--- src/rtl/acc_share_arb.sv ---
// acc_share_arb: round-robin arbiter/sequencer sharing one accumulator among
// NREQ requesters. A granted burst is streamed into a cleared accumulator and
// the resulting sum/count is returned tagged with the requester id.
//
// Ports:
//   clk, rst                 clock, asynchronous active-high reset
//   req_valid/last/ready     per-requester beat handshake (one bit each)
//   req_data                 per-requester words, slice i = [i*DWIDTH +: DWIDTH]
//   acc_clear/start/in       accumulator control (decoded from state and gnt)
//   acc_cnt/acc_out          registered accumulator count and sum
//   rsp_valid/id/sum/cnt/trunc  one-cycle result pulse, fields held afterwards
//   busy                     high whenever the sequencer is not idle
module acc_share_arb #(
    parameter  int unsigned NREQ   = 4,
    parameter  int unsigned DWIDTH = 8,
    parameter  int unsigned VWIDTH = 4,
    localparam int unsigned IDW    = $clog2(NREQ)
) (
    input  logic                   clk,
    input  logic                   rst,
    input  logic [NREQ-1:0]        req_valid,
    input  logic [NREQ*DWIDTH-1:0] req_data,
    input  logic [NREQ-1:0]        req_last,
    output logic [NREQ-1:0]        req_ready,
    output logic                   acc_clear,
    output logic                   acc_start,
    output logic [DWIDTH-1:0]      acc_in,
    input  logic [VWIDTH-1:0]      acc_cnt,
    input  logic [DWIDTH:0]        acc_out,
    output logic                   rsp_valid,
    output logic [IDW-1:0]         rsp_id,
    output logic [DWIDTH:0]        rsp_sum,
    output logic [VWIDTH-1:0]      rsp_cnt,
    output logic                   rsp_trunc,
    output logic                   busy
);
    localparam int unsigned PW = IDW + 1;
    localparam logic [VWIDTH-1:0] MAXLEN = '1;

    localparam logic [2:0] IDLE  = 3'd0;
    localparam logic [2:0] CLEAR = 3'd1;
    localparam logic [2:0] XFER  = 3'd2;
    localparam logic [2:0] WAIT  = 3'd3;
    localparam logic [2:0] RESP  = 3'd4;

    logic [2:0]        state, state_nxt;
    logic [IDW-1:0]    gnt, gnt_nxt;
    logic [IDW-1:0]    rr_ptr, rr_ptr_nxt;
    logic [VWIDTH-1:0] beat_cnt, beat_cnt_nxt;
    logic              trunc, trunc_nxt;
    logic              rsp_load;
    logic              found;
    logic [IDW-1:0]    pick;
    logic              g_valid, g_last;
    logic [DWIDTH-1:0] g_data;

    // First valid requester searched cyclically from rr_ptr.
    always_comb begin
        found = 1'b0;
        pick  = rr_ptr;
        for (int unsigned off = 0; off < NREQ; off++) begin
            logic [PW-1:0] idx;
            idx = {1'b0, rr_ptr} + PW'(off);
            if (idx >= PW'(NREQ)) idx = idx - PW'(NREQ);
            if (!found && req_valid[idx[IDW-1:0]]) begin
                found = 1'b1;
                pick  = idx[IDW-1:0];
            end
        end
    end

    // Granted requester's lane.
    always_comb begin
        g_data = '0;
        for (int unsigned i = 0; i < NREQ; i++) begin
            if (gnt == IDW'(i)) g_data = req_data[i*DWIDTH +: DWIDTH];
        end
        g_valid = req_valid[gnt];
        g_last  = req_last[gnt];
    end

    // State register.
    always_ff @(posedge clk or posedge rst) begin
        if (rst) state <= IDLE;
        else     state <= state_nxt;
    end

    // Next-state and accumulator/handshake decode.
    always_comb begin
        state_nxt    = state;
        gnt_nxt      = gnt;
        rr_ptr_nxt   = rr_ptr;
        beat_cnt_nxt = beat_cnt;
        trunc_nxt    = trunc;
        rsp_load     = 1'b0;
        req_ready    = '0;
        acc_clear    = 1'b0;
        acc_start    = 1'b0;
        acc_in       = '0;
        case (state)
            IDLE: begin
                if (found) begin
                    gnt_nxt   = pick;
                    state_nxt = CLEAR;
                end
            end
            CLEAR: begin
                acc_clear    = 1'b1;
                beat_cnt_nxt = '0;
                state_nxt    = XFER;
            end
            XFER: begin
                req_ready[gnt] = 1'b1;
                acc_start      = g_valid;
                acc_in         = g_valid ? g_data : '0;
                if (g_valid) begin
                    beat_cnt_nxt = beat_cnt + VWIDTH'(1);
                    // last wins over the length cap when both coincide
                    if (g_last) begin
                        trunc_nxt = 1'b0;
                        state_nxt = WAIT;
                    end else if (beat_cnt == MAXLEN - VWIDTH'(1)) begin
                        trunc_nxt = 1'b1;
                        state_nxt = WAIT;
                    end
                end
            end
            WAIT: begin
                rsp_load  = 1'b1;
                state_nxt = RESP;
            end
            RESP: begin
                rr_ptr_nxt = (gnt == IDW'(NREQ - 1)) ? '0 : gnt + IDW'(1);
                state_nxt  = IDLE;
            end
            default: state_nxt = IDLE;
        endcase
    end

    // Grant, pointer, beat count and response registers.
    always_ff @(posedge clk or posedge rst) begin
        if (rst) begin
            gnt       <= '0;
            rr_ptr    <= '0;
            beat_cnt  <= '0;
            trunc     <= 1'b0;
            rsp_valid <= 1'b0;
            rsp_id    <= '0;
            rsp_sum   <= '0;
            rsp_cnt   <= '0;
            rsp_trunc <= 1'b0;
            busy      <= 1'b0;
        end else begin
            gnt       <= gnt_nxt;
            rr_ptr    <= rr_ptr_nxt;
            beat_cnt  <= beat_cnt_nxt;
            trunc     <= trunc_nxt;
            rsp_valid <= rsp_load;
            busy      <= (state_nxt != IDLE);
            if (rsp_load) begin
                rsp_id    <= gnt;
                rsp_sum   <= acc_out;
                rsp_cnt   <= acc_cnt;
                rsp_trunc <= trunc;
            end
        end
    end

endmodule

--- config.mk ---
export PLATFORM = sky130hd
export DESIGN_NAME = acc_share_arb
export DESIGN_NICKNAME = d
export VERILOG_FILES = /design/src/rtl/acc_share_arb.sv
export SDC_FILE = /design/constraint.sdc
export NUM_CORES = 1
export LEC_CHECK = 0
export ABC_AREA = 1
export CELL_PAD_IN_SITES_DETAIL_PLACEMENT = 1
export CELL_PAD_IN_SITES_GLOBAL_PLACEMENT = 2
export CORE_ASPECT_RATIO = 1.4
export CORE_UTILIZATION = 23
export DETAILED_ROUTE_END_ITERATION = 7
export PLACE_DENSITY = 0.94
export SLEW_MARGIN = 5
export SYNTH_ARGS = -nofsm -noshare
export SYNTH_HDL_FRONTEND = slang
export SYNTH_SLANG_ARGS = --single-unit
--- constraint.sdc ---
create_clock -name clk -period 5.5 [get_ports clk]
set_clock_uncertainty 0.15 [all_clocks]
set_input_delay 1.1 -clock clk [delete_from_list [all_inputs] [get_ports clk]]
set_output_delay 1.1 -clock clk [all_outputs]
set_load 0.005 [all_outputs]
After elaboration in Yosys (flattened, before gate mapping) --
Cells that the tools add are included.
Storage, ports and cells: register bits after elaboration 30, logic and storage cells 100, output and inout bits 32, input port bits 55
Operators by class: reductions and logical operators 15, $add $sub $neg 9, $lt $le $gt $ge 10, muxes and demuxes 46, eq/ne operators 9
Operators with widths (count):
- 8-bit two-way mux | 6
- 2-bit two-way mux | 9
- 1-bit two-way mux | 16
- 2-bit by 3-bit less-than comparator with 1-bit output (second input constant) | 5
- 1-bit binary-select mux with 2-bit select | 6
- 3-bit two-way mux | 4
- 3-bit one-hot mux with 4 select lines | 1
- 3-bit >= comparator (second input constant) | 3
- 4-bit two-way mux | 2
- 4-bit one-hot mux with 2 select lines | 1
- 2-bit by 1-bit subtractor with 2-bit output (second input constant) | 4
- 2-bit by 2-bit adder with 3-bit output (second input constant) | 2
- 3-bit by 2-bit == test with 1-bit output (second input constant) | 2
- 4-bit by 1-bit adder with 4-bit output (second input constant) | 1
- 2-bit == test (second input constant) | 2
- 4-bit == test (second input constant) | 1
- 1-bit logical AND | 4
- 2-bit AND reduction | 2
- 2-bit nonzero test | 2
- 2-bit by 1-bit adder with 3-bit output (second input constant) | 1
- 3-bit by 1-bit == test with 1-bit output (second input constant) | 1
- 3-bit == test (second input constant) | 1
- 2-bit by 3-bit >= comparator with 1-bit output (second input constant) | 1
- 1-bit zero test | 3
- 9 further kinds | 9

Logic depth before layout (Yosys ltp) --
Gate-level depths: netlist of run 1.
depth after elaboration 17, mapped depth 13, depth with buffers taken out 12

Least setup slack after synthesis of run 1 --
Ideal clock, no wire load.
path type input to output, start point input port req_valid[0], end point output port acc_in[1], path buffers 1, data arrival time 1.870 ns, stages on the path 7, data required time 4.250 ns, slack 2.380 ns, cells stage by stage inv_1 -> o211ai_1 -> nand3_1 -> inv_1 -> buf_4 -> o21ai_0 -> a21oi_1
On the way: word-level cells in the longest chain between the ends 4
RTL lines:
- start: declaration | line 21 | input logic [NREQ-1:0] req_valid,
- 1-bit binary-select mux with 2-bit select | line 78 | g_valid = req_valid[gnt];
- 1-bit two-way mux (implied by the code) | line 78
- 8-bit two-way mux | line 115 | acc_in = g_valid ? g_data : '0;
- 8-bit two-way mux | line 100 | case (state)
- end: declaration | line 27 | output logic [DWIDTH-1:0] acc_in,
Every way passes these cells. The select of a mux whose other input is x is not followed.

Final worst setup path of run 1 --
start point input port req_valid[0], end point output port acc_in[4]
Same word-level chain as after synthesis.

==> metrics, run 1 <==
Tightest Pin Transition=0.4988 ns; Worst Hold Class=reg -> reg; Synth top area share=39.22%; syn_area_per_cell=6.936 um^2; Layout area overhead=58.37%; leak pwr=1.419 nW; Crit Path Class=in -> out; Worst Path Max Fanout=12; Tcrit/Tclk final=79.84%; first-pass GRT wire length=9929 um; antenna-violating nets left=0; Power Dens Cells=511.1 nW/um^2; wire per inst=13.14 um; initial antenna violation count=0; worst relative slew slack=66.62%; share of layout cells above drive strength 1=6.044%; Post-Route WL=6125 um; Vias=2079; CTS resizes=0; worst setup margin=1.109 ns; H-tree levels=2; clk_lat worst skew=0.27 ns; total gr overflow=0; cells along the critical path=clkdlybuf4s50_1 -> inv_1 -> o211ai_1 -> nand3_1 -> inv_1 -> o21ai_0 -> a21oi_1 -> clkdlybuf4s50_1; largest net degree at the start of global routing=31; CP Capture Type=output pin; Post-CTS Setup Inserts=0; min cycle time layout=4.391 ns; Nets=424; vias per cell=4.461; Pre-antenna DRT Iters=4; CP max stage cell=clkdlybuf4s50_1; Max stage delay on crit path=0.52 ns; FF+latch count, synth=30; row cnt=39; worst path bufs/invs=4; WHS=0.3223 ns; Overall Power=1.550 mW; Post-Place Worst Slack=1.098 ns; DRC violations left=0; yosys warns=0; Synth Instances=276; Die Y=109.9 um; clock buffer depth=2; Yosys top cell by area=dfrtp_1; vias in the first global route=2088; total track usage=14.48%; Max Slew Vio Count=0; fmax=0.2277 GHz; Critical Path Start Type=input pin; Top Ports=87; die footprint=8697 um^2; # hold bufs at CTS=0; Fin Setup TNS=0 ns; critical path required time=4.25 ns; delay-heaviest family, CP=buffers and inverters; CTS Buf Count=5; initial core utilization=23.63%; port buffer count=86; Clock Sinks=30; Seq/Total Area, Yosys=39.22%; Worst-path clk slew=0.05 ns; synth unique cells=24; MaxCap Viol Count=0; CTS tree=done; Worst Path Arrival=3.14 ns; syn nets=337; CTS root buf=clkbuf_16; unrepaired setup endpoints after global routing=no; starting DRC count in detailed routing=89; status=complete, no violations; post-DP HPWL=4943 um; Synth Cell Area=1914 um^2; maximum VDD drop=0.2500 mV; routability cong.=0.7959; die width=79.11 um; top post-synthesis cells by area=dfrtp_1, nand2_1, o21ai_0; Core Box Area=8100 um^2; antenna cells=0; Finish-stage setup viols=0; final hold vios=0
path summary, 6_finish.rpt:
check                      slack, ns          end  cells past startpoint          from
max reg2reg                     3.43  beat_cnt[2]                      8        gnt[0]
min in group asynchronous       1.05  beat_cnt[0]                      3           rst
max in group asynchronous       3.87     state[1]                      3           rst
min                             0.32   rsp_sum[7]                      2    rsp_sum[7]
max                             1.11    acc_in[4]                      8  req_valid[0]
min reg2reg                     0.32   rsp_sum[7]                      2    rsp_sum[7]
through the flow:
step	instance area (um^2)	cells	utilization, %
floorplan	1914	276	-
global placement	2869	458	35.42
detailed placement	2869	458	35.42
CTS	3032	466	37.43
global route	3032	466	37.43
finish	3032	466	37.43
worst min-delay path: stages (launching register included):
cell	delay [ns]
dfrtp_1	0.34
nand2_1	0.05
nand2_1	0.05
report_power, final:
group          switching [mW]  internal [mW]
clock network          0.0892          0.213
logic                   0.465          0.373
registers              0.0861          0.323
total                   0.640          0.910
flip-flops by register name (all words and copies together), names as in the netlist:
| register | cells |
|---|---|
| rsp_sum | 9 |
| beat_cnt | 4 |
| rsp_cnt | 4 |
| state | 3 |
| gnt | 2 |
| rr_ptr | 2 |
| rsp_id | 2 |
| busy | 1 |
| rsp_trunc | 1 |
| rsp_valid | 1 |
| trunc | 1 |
cell usage after synthesis (all sizes together):
master  number
clkbuf       2
o22a         1
ha           6
nand2      116
o21a         1
o211ai       1
a22oi        8
buf          6
nor3         1
inv         26
nor2        20
o21ai       28
a21oi       10
dfrtp       30
nand3       19
nand4        1
cells by family (layout without fill, tap and decap cells):
group                      Yosys count  count (layout)  synth area share (%)
buffers and inverters               34             122                 7.647
adders and majority gates            6               6                 3.921
and+or+nand+nor                    157             157                 34.71
DFF                                 30              30                 39.22
AOI/OAI and AO/OA                   49              49                 14.51
layout make-up:
class	instances	area, um^2
fill	1034	5069
sequential	30	750.7
tap	102	127.6
inverter	26	97.59
timing repair buffer	88	875.8
clock buffer	7	132.6
clock inverter	1	30.03
multi-input combinational	212	1017
placed cells by master (no fill, tap or decap), types with 3 or more instances in the layout:
master and instances:
nand2_1 108, clkdlybuf4s50_1 86, dfrtp_1 30, o21ai_0 27
inv_1 23, nor2_1 19, nand3_1 18, a21oi_1 10
a22oi_1 8, ha_1 6, nand2_2 5, clkbuf_16 5
inv_2 3, nand2_4 3
routing by layer:
metal	vias to the layer above	GRT usage, %	wire (um)
met2	43	25.68	3192
met3	5	3.568	287
met1	976	17.57	2608
met5	-	0	0
li1	1055	-	-
met4	0	3.117	37
Power figures use the tool's default switching activity.
==> run 2, diff against run 1 <==
--- a/config.mk
+++ b/config.mk
@@ -9,9 +9,9 @@
 export CELL_PAD_IN_SITES_DETAIL_PLACEMENT = 1
 export CELL_PAD_IN_SITES_GLOBAL_PLACEMENT = 2
 export CORE_ASPECT_RATIO = 1.4
-export CORE_UTILIZATION = 23
+export CORE_UTILIZATION = 19
 export DETAILED_ROUTE_END_ITERATION = 7
-export PLACE_DENSITY = 0.94
+export PLACE_DENSITY = 0.84
 export SLEW_MARGIN = 5
 export SYNTH_ARGS = -nofsm -noshare
 export SYNTH_HDL_FRONTEND = slang
==> constraint.sdc (replaced) <==
create_clock -name clk -period 3.66 [get_ports clk]
set_clock_uncertainty 0.15 [all_clocks]
set_input_delay 0.732 -clock clk [delete_from_list [all_inputs] [get_ports clk]]
set_output_delay 0.732 -clock clk [all_outputs]
set_load 0.005 [all_outputs]
==> run 2 against run 1 <==
Compared with the run above:
- final cell count increased by 7.7%
- die area is 21% higher
- sequential power is 49% higher
- flip-flop and latch count unchanged
- routed wire length up 6.4%
- critical endpoint is now acc_in[1]
- highest routed layer unchanged
==> metrics, run 2 (same netlist as run 1, synthesis figures left out) <==
status=complete, no violations; Worst Hold Class=reg -> reg; Power Dens Cells=745.2 nW/um^2; vias per cell=4.183; row cnt=43; Crit Path Class=in -> out; Post-Route WL=6520 um; Max Slew Vio Count=0; Sw Share=42.42%; most frequent cells in the layout=nand2_1, clkdlybuf4s50_1, dfrtp_1; Layout area overhead=60.52%; Worst R2R Setup Slack=1.57 ns; worst setup margin=0.1805 ns; Vias=2100; Top Ports=87; Sequential Power Share=26.5%; CTS Buf Count=5; fin util=31.21%; Worst Path Max Fanout=10; Reg-to-Reg End=gnt[0]; wire per inst=12.99 um; antenna-violating nets left=0; Core Box Area=9846 um^2; Die Y=120.8 um; maximum VDD drop=0.3089 mV; DRC violations left=0; top flop regs=rsp_sum: 9 flops, beat_cnt: 4 flops, rsp_cnt: 4 flops; CP startpoint=req_valid[0]; Clk pwr share=16.5%; die width=86.84 um; MaxCap Viol Count=0; clock buffer depth=2; total gr overflow=0; port buffer count=86; Hold Path Origin=rsp_cnt[0]; H-tree levels=2; total track usage=13.06%; Worst Setup EP=acc_in[1]; most common cell after layout, fill and taps aside=nand2_1; Worst-path clk slew=0.05 ns; die footprint=10490 um^2; leak pwr=1.422 nW; initial antenna violation count=0; first-pass GRT wire length=10630 um; Critical R2R Launch=rr_ptr[0]; Nets=428; CTS tree=done; Critical Path Start Type=input pin; combinational share of power=57.0%; Pre-antenna DRT Iters=6; Worst Path Arrival=2.60 ns; worst relative slew slack=59.98%; largest net degree at the start of global routing=20; clk_lat worst skew=0.27 ns; final hold vios=0; Fin Setup TNS=0 ns; starting DRC count in detailed routing=83; Tcrit/Tclk final=95.07%; CP Capture Type=output pin; Largest Register=rsp_sum; Overall Power=2.290 mW; internal power=1.319 mW; Fillers=1193; max reg flops=9; Clock Sinks=30; CTS root buf=clkbuf_16; post-DP HPWL=5282 um; # hold bufs at CTS=0; share of layout cells above drive strength 1=7.084%; Finish-stage setup viols=0; initial core utilization=19.44%; min cycle time layout=3.479 ns; fmax=0.2874 GHz; Tightest Pin Transition=0.5996 ns; critical path required time=2.78 ns; Post-Place Worst Slack=0.1007 ns; unrepaired setup endpoints after global routing=no; antenna cells=0; Psw=0.9714 mW; reg2reg path depth=11; vias in the first global route=2180; routability cong.=0.7608
run 2: metal layers:
metal / track usage (%) / vias to the layer above / share of wire [%]
met4: 4.271 / 0 / 1.6
met1: 15.35 / 992 / 42
met2: 23.57 / 33 / 54
li1: - / 1066 / -
met3: 2.253 / 9 / 2.5
met5: 0 / - / 0
run 2: how the worst min path moves through the flow:
stage | to | slack [ns] | cells after the start
6_report | rsp_cnt[0] | 0.32 | 2
2_1_floorplan | rsp_cnt[0] | 0.32 | 2
3_3_place_gp | rsp_sum[8] | 0.31 | 2
4_1_cts | rsp_cnt[0] | 0.32 | 2
3_5_place_dp | rsp_sum[2] | 0.31 | 2
5_1_grt | rsp_sum[2] | 0.34 | 2
run 2: metrics by stage:
| step | area [um^2] | std cells | hold slack, ns |
|---|---|---|---|
| finish | 3073 | 502 | 0.3192 |
| global route | 3073 | 502 | 0.3387 |
| CTS | 3073 | 502 | 0.3242 |
| detailed placement | 2940 | 495 | 0.3117 |
| global placement | 2940 | 495 | 0.3061 |
| floorplan | 1914 | 276 | 0.3154 |
run 2: layout make-up:
cell class | count | area [um^2] | share of cell area (%)
clock buffer | 7 | 132.6 | 4.316
multi-input combinational | 212 | 1017 | 33.10
sequential | 30 | 750.7 | 24.43
timing repair buffer | 92 | 905.9 | 29.48
tap | 135 | 168.9 | 5.497
inverter | 26 | 97.59 | 3.176
run 2: what timing repair did:
action,CTS,global route
setup endpoints to repair,0,8
buffers inserted,0,0
resized for setup,0,1
run 2: critical path, stage by stage:
cell,delay (ns)
clkdlybuf4s50_1,0.50
inv_1,0.07
o211ai_1,0.16
nand3_1,0.17
inv_2,0.18
o21ai_0,0.10
a21oi_1,0.15
clkdlybuf4s50_1,0.53
run 2: power groups by stage:
stage	sequential (mW)	combinational [mW]	clock [mW]
2_1_floorplan	0.590	0.763	0
3_3_place_gp	0.610	1.28	0
3_5_place_dp	0.612	1.33	0
4_1_cts	0.610	1.33	0.387
5_1_grt	0.630	1.47	0.404
6_report	0.608	1.30	0.378
==> run 3, diff against run 2 <==
--- a/config.mk
+++ b/config.mk
@@ -9,10 +9,10 @@
 export CELL_PAD_IN_SITES_DETAIL_PLACEMENT = 1
 export CELL_PAD_IN_SITES_GLOBAL_PLACEMENT = 2
 export CORE_ASPECT_RATIO = 1.4
-export CORE_UTILIZATION = 19
+export CORE_UTILIZATION = 21
 export DETAILED_ROUTE_END_ITERATION = 7
-export PLACE_DENSITY = 0.84
-export SLEW_MARGIN = 5
+export PLACE_DENSITY = 0.87
+export SLEW_MARGIN = 10
 export SYNTH_ARGS = -nofsm -noshare
 export SYNTH_HDL_FRONTEND = slang
 export SYNTH_SLANG_ARGS = --single-unit
==> constraint.sdc (replaced) <==
create_clock -name clk -period 3.24 [get_ports clk]
set_clock_uncertainty 0.15 [all_clocks]
set_input_delay 0.648 -clock clk [delete_from_list [all_inputs] [get_ports clk]]
set_output_delay 0.648 -clock clk [all_outputs]
set_load 0.005 [all_outputs]
==> run 3 against run 2 <==
Compared with the run above:
- power is 15% higher
- first-iteration DRC count is 45% lower
- worst setup slack better by 0.0077 ns
- combinational power is 15% higher
- utilization is 4.2 points higher
==> metrics, run 3 (same netlist as run 1, synthesis figures left out) <==
share of layout cells above drive strength 1=8.625%; Finish-stage setup viols=0; MaxCap Viol Count=0; Die Y=115.0 um; Pre-antenna DRT Iters=4; delay-heaviest family, CP=buffers and inverters; starting DRC count in detailed routing=46; top flop regs=rsp_sum: 9 flops, beat_cnt: 4 flops, rsp_cnt: 4 flops; row cnt=40; die width=82.69 um; CTS Buf Count=5; clock buffer depth=2; max reg flops=9; CP max stage cell=clkdlybuf4s50_1; Post-Layout Cell Count=476; Worst Path Max Fanout=12; status=complete, no violations; fin util=35.39%; vias in the first global route=2310; hold-critical path depth=2; Max Slew Vio Count=0; DRC violations left=0; largest net degree at the start of global routing=31; CP Capture Type=output pin; Clock Sinks=30; Tightest Pin Transition=0.4868 ns; final hold vios=0; Vias=2126; Reg-to-Reg End=gnt[1]; fmax=0.3277 GHz; Tcrit/Tclk final=94.19%; die footprint=9507 um^2; Worst Hold Class=reg -> reg; Nets=433; first-pass GRT wire length=10640 um; post-DP HPWL=5240 um; Overall Power=2.634 mW; Core Box Area=8708 um^2; port buffer count=86; maximum VDD drop=0.3882 mV; total track usage=14.54%; CTS tree=done; Worst-path clk slew=0.05 ns; leak pwr=1.491 nW; Worst R2R Setup Slack=1.21 ns; min cycle time layout=3.052 ns; Top Ports=87; initial core utilization=21.98%; Worst Path Arrival=2.25 ns; Max stage delay on crit path=0.49 ns; antenna cells=0; worst relative slew slack=67.51%; critical path required time=2.44 ns; Fillers=1135; Critical R2R Launch=rr_ptr[0]; most frequent cells in the layout=nand2_1, clkdlybuf4s50_1, dfrtp_1; cells along the critical path=clkdlybuf4s50_1 -> inv_1 -> o211ai_1 -> nand3_1 -> inv_2 -> buf_12 -> clkdlybuf4s50_1; Largest Register=rsp_sum; initial antenna violation count=0; unrepaired setup endpoints after global routing=no; vias per cell=4.466; routability cong.=0.7535; Layout area overhead=60.98%; most common cell after layout, fill and taps aside=nand2_1; total gr overflow=0; reg2reg path depth=11; wire per inst=13.77 um; Power Dens Cells=854.8 nW/um^2; antenna-violating nets left=0; Post-Route WL=6555 um; worst path bufs/invs=5; CTS root buf=clkbuf_16; Hold Path Origin=rsp_sum[8]; H-tree levels=2; # hold bufs at CTS=0; Critical Path Start Type=input pin; placed insts=469; Crit Path Class=in -> out; clk_lat worst skew=0.28 ns; Most common cell on crit path=clkdlybuf4s50_1; WHS Endpoint=rsp_sum[8]
## run 3: cell type report
cell class | count | area (um^2) | share of cell area (%)
well taps | 105 | 131.4 | 4.263
flip-flops and latches | 30 | 750.7 | 24.36
multi-input cells | 212 | 1017 | 33.01
inverters | 26 | 97.59 | 3.167
clock buffers | 6 | 138.9 | 4.507
repair buffers | 97 | 945.9 | 30.69
## run 3: tightest hold or removal path, cell delays in order (launching register included)
cell and delay (ns):
dfrtp_1 0.33, nand2_1 0.05, nand2_1 0.05
## run 3: layer usage
layer  routed length [um]  share of wire (%)  vias up  track usage [%]
met5                    0                  0        -                0
met3                  272                4.1       12            3.333
li1                     -                  -     1070                -
met2                 3450                 53       46            25.90
met1                 2703                 41      998            16.63
met4                  129                2.0        0            4.943
## run 3: how the worst max path moves through the flow
| stage | startpoint | slack [ns] | cells past startpoint | end |
|---|---|---|---|---|
| floorplan | gnt[1] | 0.91 | 8 | acc_in[1] |
| global placement | req_valid[0] | -0.04 | 9 | acc_in[4] |
| detailed placement | req_valid[3] | -0.08 | 9 | acc_in[4] |
| CTS | req_valid[0] | 0.18 | 7 | acc_start |
| global route | req_valid[0] | 0.03 | 9 | acc_in[1] |
| finish | req_valid[0] | 0.19 | 7 | acc_start |
## run 3: where the power goes
group	leakage, nW	total (mW)	internal, mW	switching [mW]
sequential	0.373	0.688	0.549	0.139
clock	0.0688	0.448	0.296	0.152
combinational	1.05	1.50	0.678	0.820
total	1.49	2.63	1.52	1.11
## run 3: repair_timing
item / 4_1_cts / 5_1_grt
gates resized for setup: 9 / 0
buffers inserted: 1 / 0
endpoints found under the setup margin: 8 / 0
## run 3: per-stage QoR
| stage | setup TNS, ns | hold WS [ns] | area, um^2 | worst slack (ns) |
|---|---|---|---|---|
| final | 0 | 0.3158 | 3082 | 0.1882 |
| after global routing | 0 | 0.3559 | 3082 | 0.03439 |
| after CTS | 0 | 0.3215 | 3082 | 0.1807 |
| after detailed placement | -0.5084 | 0.3094 | 2945 | -0.07572 |
| after global placement | -0.2551 | 0.3038 | 2945 | -0.04392 |
| after floorplan | 0 | 0.3154 | 1914 | 0.9090 |
